--- src/rtl/bp_pkg.sv ---
// Shared sizing helpers and saturating-counter constants for the branch predictor.
package bp_pkg;

  // Index bits select a BTB entry; the two byte-offset bits sit below them.
  function automatic int bp_idx_w(input int entries);
    return $clog2(entries);
  endfunction

  function automatic int bp_tag_w(input int pc_w, input int entries);
    return pc_w - $clog2(entries) - 2;
  endfunction

  function automatic int CNT_MAX(input int cnt_w);
    return (1 << cnt_w) - 1;
  endfunction

  function automatic int CNT_WEAK_TAKEN(input int cnt_w);
    return 1 << (cnt_w - 1);
  endfunction

endpackage

--- src/rtl/bp_sat_counter.sv ---
// Combinational next value of a CNT_W-bit saturating up/down counter.
module bp_sat_counter
  import bp_pkg::*;
#(
  parameter int CNT_W = 2
) (
  input  logic [CNT_W-1:0] cnt,
  input  logic             taken,
  output logic [CNT_W-1:0] cnt_next
);

  localparam logic [CNT_W-1:0] MAX_VAL = CNT_W'(CNT_MAX(CNT_W));

  always_comb begin
    cnt_next = cnt;
    if (taken) begin
      if (cnt != MAX_VAL) cnt_next = cnt + 1'b1;
    end else begin
      if (cnt != '0) cnt_next = cnt - 1'b1;
    end
  end

endmodule

--- src/rtl/branch_predictor.sv ---
// Direct-mapped BTB predictor: combinational IF lookup, EX resolve/update.
// Optional statistics counters are built only when BP_STATS_EN is defined.
module branch_predictor
  import bp_pkg::*;
#(
  parameter int ENTRIES = 16,
  parameter int PC_W    = 32,
  parameter int CNT_W   = 2
) (
  input  logic            clk,
  input  logic            rst,
  input  logic [PC_W-1:0] pcif,
  output logic            pred_taken,
  output logic [PC_W-1:0] pred_next_pc,
  input  logic            upd_valid,
  input  logic [PC_W-1:0] upd_pc,
  input  logic            upd_taken,
  input  logic [PC_W-1:0] upd_target,
  input  logic            upd_pred_taken,
  input  logic [PC_W-1:0] upd_pred_pc,
  output logic            mispredict,
  output logic [PC_W-1:0] redirect_pc,
  output logic [31:0]     lookup_num,
  output logic [31:0]     hit_num,
  output logic [31:0]     mispredict_num
);

  localparam int IDX_W = bp_idx_w(ENTRIES);
  localparam int TAG_W = bp_tag_w(PC_W, ENTRIES);
  localparam logic [CNT_W-1:0] WEAK_TAKEN = CNT_W'(CNT_WEAK_TAKEN(CNT_W));

  typedef struct packed {
    logic             valid;
    logic [TAG_W-1:0] tag;
    logic [PC_W-1:0]  target;
    logic [CNT_W-1:0] cnt;
  } btb_entry_t;

  btb_entry_t btb [ENTRIES];

  // The prediction itself is not needed: the predicted PC alone decides a mispredict.
  logic unused_pred_taken;
  assign unused_pred_taken = upd_pred_taken;

  logic [IDX_W-1:0] if_idx;
  logic [TAG_W-1:0] if_tag;
  btb_entry_t       if_ent;
  logic             if_hit;

  assign if_idx = pcif[IDX_W+1:2];
  assign if_tag = pcif[PC_W-1:IDX_W+2];
  assign if_ent = btb[if_idx];
  assign if_hit = if_ent.valid && (if_ent.tag == if_tag);

  assign pred_taken   = !rst && if_hit && if_ent.cnt[CNT_W-1];
  assign pred_next_pc = pred_taken ? if_ent.target : pcif + PC_W'(4);

  logic [IDX_W-1:0] upd_idx;
  logic [TAG_W-1:0] upd_tag;
  btb_entry_t       upd_ent;
  logic             upd_hit;
  logic [CNT_W-1:0] upd_cnt_next;

  assign upd_idx = upd_pc[IDX_W+1:2];
  assign upd_tag = upd_pc[PC_W-1:IDX_W+2];
  assign upd_ent = btb[upd_idx];
  assign upd_hit = upd_ent.valid && (upd_ent.tag == upd_tag);

  assign redirect_pc = upd_taken ? upd_target : upd_pc + PC_W'(4);
  assign mispredict  = !rst && upd_valid && (upd_pred_pc != redirect_pc);

  bp_sat_counter #(.CNT_W(CNT_W)) u_sat (
    .cnt      (upd_ent.cnt),
    .taken    (upd_taken),
    .cnt_next (upd_cnt_next)
  );

  // Writes land at the edge, so a same-cycle lookup sees the old entry.
  always_ff @(posedge clk) begin
    if (rst) begin
      for (int i = 0; i < ENTRIES; i++) btb[i] <= '0;
    end else if (upd_valid) begin
      if (upd_hit) begin
        btb[upd_idx].cnt <= upd_cnt_next;
        if (upd_taken) btb[upd_idx].target <= upd_target;
      end else if (upd_taken) begin
        btb[upd_idx] <= '{valid: 1'b1, tag: upd_tag, target: upd_target, cnt: WEAK_TAKEN};
      end
    end
  end

`ifdef BP_STATS_EN
  logic [31:0] lookup_q, hit_q, mis_q;

  always_ff @(posedge clk) begin
    if (rst) begin
      lookup_q <= '0;
      hit_q    <= '0;
      mis_q    <= '0;
    end else if (upd_valid) begin
      lookup_q <= lookup_q + 32'd1;
      if (upd_hit)    hit_q <= hit_q + 32'd1;
      if (mispredict) mis_q <= mis_q + 32'd1;
    end
  end

  assign lookup_num     = lookup_q;
  assign hit_num        = hit_q;
  assign mispredict_num = mis_q;
`else
  assign lookup_num     = 32'd0;
  assign hit_num        = 32'd0;
  assign mispredict_num = 32'd0;
`endif

endmodule

--- config.mk ---
export PLATFORM = sky130hd
export DESIGN_NAME = branch_predictor
export DESIGN_NICKNAME = d
export VERILOG_FILES = /design/src/rtl/bp_pkg.sv /design/src/rtl/bp_sat_counter.sv /design/src/rtl/branch_predictor.sv
export SDC_FILE = /design/constraint.sdc
export NUM_CORES = 2
export LEC_CHECK = 0
export CELL_PAD_IN_SITES_DETAIL_PLACEMENT = 0
export CELL_PAD_IN_SITES_GLOBAL_PLACEMENT = 1
export CORE_ASPECT_RATIO = 1.5
export CORE_MARGIN = 2
export CORE_UTILIZATION = 45
export DETAILED_ROUTE_END_ITERATION = 10
export GPL_TIMING_DRIVEN = 0
export PLACE_DENSITY_LB_ADDON = 0.08
export SYNTH_ARGS = -nofsm -noshare
export SYNTH_HDL_FRONTEND = slang
export SYNTH_HIERARCHICAL = 1
export SYNTH_SLANG_ARGS = --single-unit
--- constraint.sdc ---
create_clock -name clk -period 4.8 [get_ports clk]
set_clock_uncertainty 0.05 [all_clocks]
set_input_delay 0.72 -clock clk [delete_from_list [all_inputs] [get_ports clk]]
set_output_delay 0.72 -clock clk [all_outputs]
set_load 0.02 [all_outputs]
After elaboration in Yosys (flattened, before gate mapping)
Memories as Yosys holds them, arrays and structs flattened.
Cells that the tools add are included.
{"block": "classes", "n_eq_ne": 4, "div_mod_pow": 0, "muxes": 25, "n_mul": 0, "bitwise": 2, "n_addsub": 4, "n_shift": 0, "order_cmp": 0, "n_reduce_logical": 9}
{"operator": "32-bit two-way mux", "count": 3}
{"operator": "32-bit by 3-bit adder with 32-bit output (second input constant)", "count": 2}
{"operator": "61-bit two-way mux", "count": 1}
{"operator": "61-bit OR reduction", "count": 1}
{"operator": "26-bit == test", "count": 2}
{"operator": "32-bit != test", "count": 1}
{"operator": "1-bit two-way mux", "count": 15}
{"operator": "2-bit two-way mux", "count": 4}
{"operator": "1-bit logical AND", "count": 6}
{"operator": "4-bit two-way mux", "count": 1}
{"operator": "3-bit two-way mux", "count": 1}
{"operator": "2-bit by 1-bit adder with 2-bit output (second input constant)", "count": 1}
{"operator": "2-bit != test (second input constant)", "count": 1}
{"operator": "1-bit bitwise OR", "count": 2}
{"operator": "2-bit nonzero test", "count": 1}
{"operator": "2-bit by 1-bit subtractor with 2-bit output (second input constant)", "count": 1}
{"operator": "1-bit zero test", "count": 1}
{"block": "totals", "memories": 1, "latch_bits": 0, "register_bits": 0, "romBits": 0, "output_inout_bits": 162, "elab_cells": 45, "ram_bits": 976, "input_bits": 133}
{"name": "btb", "words": 16, "word_bits": 61, "read_ports": 2, "rd_clocked_by_memory_dff": 0, "write_ports": 16, "line_no": "branch_predictor.sv:39", "rtl": "btb_entry_t btb [ENTRIES];"}

Logic depth before layout (Yosys ltp)
An unclocked memory read counts as a cell.
{"block": "logic_depth", "word_depth": 10, "ltp_mapped": 15, "ltp_nobuf": 9}

Cells and area by module
Netlist, hierarchy kept.
{"module": "branch_predictor", "area_each_um2": 52684.3, "n_inst": 1, "cells_each": 3683, "seq_area_each_um2": 29148.0}
{"module": "bp_sat_counter", "area_each_um2": 26.3, "n_inst": 1, "cells_each": 3, "seq_area_each_um2": 0.0}

Least setup slack after synthesis
Ideal clock, no wire load.
{"block": "synth_timing", "kind": "input -> register", "startpoint": "input port upd_pc[2]", "endpoint": "memory btb[14][34] in the netlist's numbering, enable pin", "arrival_ns": 4.481, "setup_time_ns": 0.415, "path_buffers": 6, "path_slack_ns": -0.146, "stages": 14, "required_time_ns": 4.335, "cell_sequence": "buf_2 > buf_4 > buf_2 > mux4_2 > mux2i_1 > xnor2_1 > nor3_1 > a21oi_1 > nor2_1 > and4_1 > buf_2 > buf_2 > buf_2 > o21bai_1"}
{"item": "start, declared", "line_no": "branch_predictor.sv:16", "rtl": "input logic [PC_W-1:0] upd_pc,"}
{"item": "end, declared", "line_no": "branch_predictor.sv:39"}

Worst setup path in the final report
{"block": "layout_timing", "startpoint": "input port pcif[4]", "endpoint": "output port pred_next_pc[30]"}
{"block": "layout_between", "elab_chain_cells": 6, "word_cells_on_any_way": 7, "classes_between": "1 x add/sub; 1 x eq/ne; 1 x mux; 3 x reduce/logical; 1 x memory"}
{"item": "start, declared", "line_no": "branch_predictor.sv:12", "rtl": "input logic [PC_W-1:0] pcif,"}
{"item": "memory read 16 x 61 bit"}
{"item": "26-bit == test", "line_no": "branch_predictor.sv:53", "rtl": "assign if_hit = if_ent.valid && (if_ent.tag == if_tag);"}
{"item": "1-bit logical AND", "line_no": "branch_predictor.sv:53"}
{"item": "1-bit logical AND (2 in series)", "line_no": "branch_predictor.sv:55", "rtl": "assign pred_taken = !rst && if_hit && if_ent.cnt[CNT_W-1];"}
{"item": "32-bit two-way mux (*)", "line_no": "branch_predictor.sv:56", "rtl": "assign pred_next_pc = pred_taken ? if_ent.target : pcif + PC_W'(4);"}
{"item": "end, declared", "line_no": "branch_predictor.sv:14", "rtl": "output logic [PC_W-1:0] pred_next_pc,"}
Every way passes the cells marked *; elsewhere a longest branch is shown, timed or not.

==> implementation parameters <==
Parameter                              Value

Setup path
  Crit Path Max Fanout ... 10
  Arrival time at the worst endpoint ... 4.57 ns
  Required time of the critical path ... 4.03 ns
  Family with the most delay on the worst path ... simple AND/OR/NAND/NOR gates
  Kind of launch point of the worst setup path ... input port
  Crit-path slowest cell ... and3_1
  Category of the worst setup path capture point ... output pin
  Critical setup path kind ... in -> out
  Delay contributed by the slowest stage of the critical path ... 0.43 ns
  Ordered list of cells on the worst path ... buf_4 > buf_6 > clkbuf_4 > clkbuf_8 > and3_1 > nand3_1 > nor3_4 > nand3_4 > nor2_1 > nand2_1 > xnor2_2 > mux2_4 > buf_6
  Worst Path Buf+Inv ... 5
  Most common cell on crit path ... buf_6

Synthesis
  Register area share after synthesis ... 55.3%
  Cell variety after synth ... about 70
  Cells after synthesis ... 3,686
  Post-synthesis mux area share ... 19.8%
  Average size of a mapped cell ... 14.3 µm²
  Largest family of logic cells by synthesized area ... multiplexers
  Cell taking the most area after synthesis ... edfxtp_1
  Number of synthesized flops with an enable pin ... 960
  Share of synthesized registers carrying an async set or reset ... 0%
  Post-synthesis share of cell area spent on xor and xnor gates ... roughly 2.8%
  Post-synthesis sequential element count ... 976
  Post-Synth Simple-Gate Area ... 14.9%
  Yosys Warn Count ... 6
  Leading register cell type out of synthesis ... edfxtp_1
  Cell area after synthesis ... 0.0527 mm²
  Top cells by area, synth ... edfxtp_1 55%, mux4_2 17%, and3_1 5.7%, nor3b_1 2.8%, and2_1 2.3%
  Synthesized-area fraction occupied by ao, oa, aoi and oai cells ... ~2%
  Synth top area share ... 54.7%
  Adder-cell area share of the yosys netlist ... 0.161%

Clocking
  Clk sink count ... around 1,000
  H-tree depth ... 3
  Maximum clock path buffer count ... 3
  Cts bufs inserted ... 98
  Root buffer selected by CTS ... clkbuf_16
  Clock insertion delay at the later pin of the skew report ... 0.76 ns
  TritonCTS clock tree ... built
  Clock input transition at the sequential cells of the worst setup and hold paths ... 0.06 ns

Run
  Number of maximum-capacitance violations ... 2

Detailed routing
  Wire length per cell after detailed routing ... about 44 µm
  Via total after detailed routing ... between 30k and 40k
  DRC viols ... 0
  Detailed-router iteration count before antenna repair ... 6
  Mean number of vias per cell ... between 6 and 7
  Post-DRT Antenna Nets ... 0
  Aggregate routed wire length ... between 200 and 300 mm
  Number of DRC markers after the initial detailed-route iteration ... between 6k and 7k

Global route
  Antenna violations before repair ... 36
  Global route overflow ... 0
  Gr usage total ... 43.1%
  Pin count of the biggest net entering global routing ... 34
  Global-route wire length before repair ... 343 mm
  Via count of the first global-routing pass ... 39.3k

Floorplan
  Placement row count ... 153
  Vert. Die Dim ... approximately 420 µm
  Die Area ... 0.120 mm²
  Starting Density ... 45.4%
  Core Footprint ... 0.116 mm²
  Die boundary width ... 283 µm
  I/O pin count ... 295

Hold path
  Worst min-delay path class ... reg -> reg

Placed design
  Worst slack at placement ... -3.99 ns
  Weighted congestion reported at the end of routability-driven placement ... 1.04
  Total half-perimeter wirelength after legalization and detailed placement ... between 150 and 200 mm
  Port Buffers ... 179

Layout
  Post-layout net count ... 4,329
  Ratio of cells with drive above 1 in the final layout ... 27.4%
  Max reg flops ... between 900 and 1k
  Largest register by flop count ... btb
  Most frequent cells in the layout ... 960 x edfxtp_1, 476 x and3_1, 401 x mux4_2, 260 x clkbuf_1, 208 x buf_4
  Filler cells ... 9,794
  Area of the multi-input gates ... 0.0222 mm²
  P&R area growth vs syn ... 20.8%
  Most frequent standard cell in the layout excluding fill and tap cells ... edfxtp_1
  Footprint of the flip-flops and latches ... 0.0291 mm²
  Top Registers ... btb (976)

Timing
  Total count of max-transition violations in the final report ... 2
  Clock period minus final worst setup slack ... 5.34 ns
  Setup repair after global routing missed its margin ... yes
  Final count of hold timing violations ... 0
  Number of endpoints failing setup at the final stage ... 64
  PnR worst setup slack ... -0.540 ns
  Final period util ... 111%
  Transition time at the pin with the least slew margin ... 1.59 ns
  Sum of negative setup slack ... -16.53 ns
  Fmax ... 0.187 GHz
  Slew margin rel. ... -6.73%

Power and ir drop
  Areal power density over the cells ... roughly 340 mW/mm²
  Largest voltage drop on the vdd net ... 0.256 mV
  Leakage component of the power ... 0.0237 µW

Run status
  Failing checks ... max-capacitance violations, max-slew violations, negative setup slack
  Result of the run ... finished, violations left
-- where the power goes --
part | switching, µW | internal, µW | total (µW) | leakage [µW]
clock | 3620 | 4420 | 8050 | 0.00155
combinational | 2080 | 1360 | 3440 | 0.0128
sequential | 181 | 9800 | 9980 | 0.00927
total | 5880 | 15600 | 21500 | 0.0237
-- Yosys cell counts (5+ instances only) --
cell,n
edfxtp_1,960
and3_1,478
mux4_2,401
clkbuf_1,310
and2_1,195
nor3b_1,195
nor3_1,119
xnor2_1,114
buf_4,102
nand2_1,91
buf_2,81
mux2i_1,73
nor2_1,54
xor2_1,50
nand3_1,49
o21ai_0,44
nand4_1,36
inv_1,32
mux2_4,29
mux2_2,20
nand2b_1,20
o22ai_1,20
a21oi_1,19
buf_1,17
dfxtp_1,16
o21bai_1,16
nor2b_1,13
buf_6,11
nor4_1,10
a21o_1,9
or3_1,8
and4_1,7
a211oi_1,6
ha_1,5
-- worst min-delay path, stage by stage (launching register included) --
cell and delay (ns):
dfxtp_1 0.32, inv_1 0.05, o22ai_1 0.06
-- cells by family (layout without fill, tap and decap cells) --
kind of cell               after synthesis  count (layout)
DFF                                    976             976
and+or+nand+nor                       1296            1296
AOI/OAI and AO/OA                      159             159
buffers and inverters                  558            1044
other                                    1             125
adders and majority gates                7               7
xor gates and xnor gates               166             166
muxes                                  523             523
-- routing by layer --
layer  vias to the layer above  wire [µm]  global-route usage [%]
li1                      15200          -                       -
met5                         -         94                       0
met2                      3217     122000                    69.4
met3                      1088      28200                    12.0
met1                     20300      80000                    46.0
met4                        14      29300                    39.7
-- per-stage QoR --
step                      hold slack [ns]  utilization (%)  cells  area (µm²)  total power (µW)
after detailed placement            0.421             49.7   5542       57700             13200
after global placement              0.414             49.0   5510       56800             13100
after global routing                0.450             54.8   5824       63600             21700
final                               0.433             54.9   5846       63700             21500
after CTS                           0.431             54.1   5782       62800             21200
after floorplan                     0.400                -   3781       53100             11700
-- worst paths after layout --
kind              start  cells after the start  slack, ns               end
max             pcif[4]                     13      -0.54  pred_next_pc[30]
min          btb[8][60]                      2       0.43        btb[8][60]
max reg2reg  btb[4][41]                     11          0       btb[11][49]
min reg2reg  btb[8][60]                      2       0.43        btb[8][60]
-- timing repair --
| action | CTS | global route |
|---|---|---|
| resized for setup | 605 | 143 |
| setup endpoints to repair | 1984 | 924 |
| buffers inserted | 65 | 37 |
| pin swaps | 34 | 21 |
| cloned | 3 | 1 |
| hold buffers | 0 | 0 |
-- cell type report --
class                      instances  area share (%)
clock inverter                    57           0.931
clock buffer                     119            4.06
antenna                           29           0.114
sequential                       976            45.8
inverter                          37           0.277
tap                             1550            3.05
buffer                           514            5.46
timing repair buffer             317            5.56
multi-input combinational       2247            34.8
(Power assumes the default switching activity.)
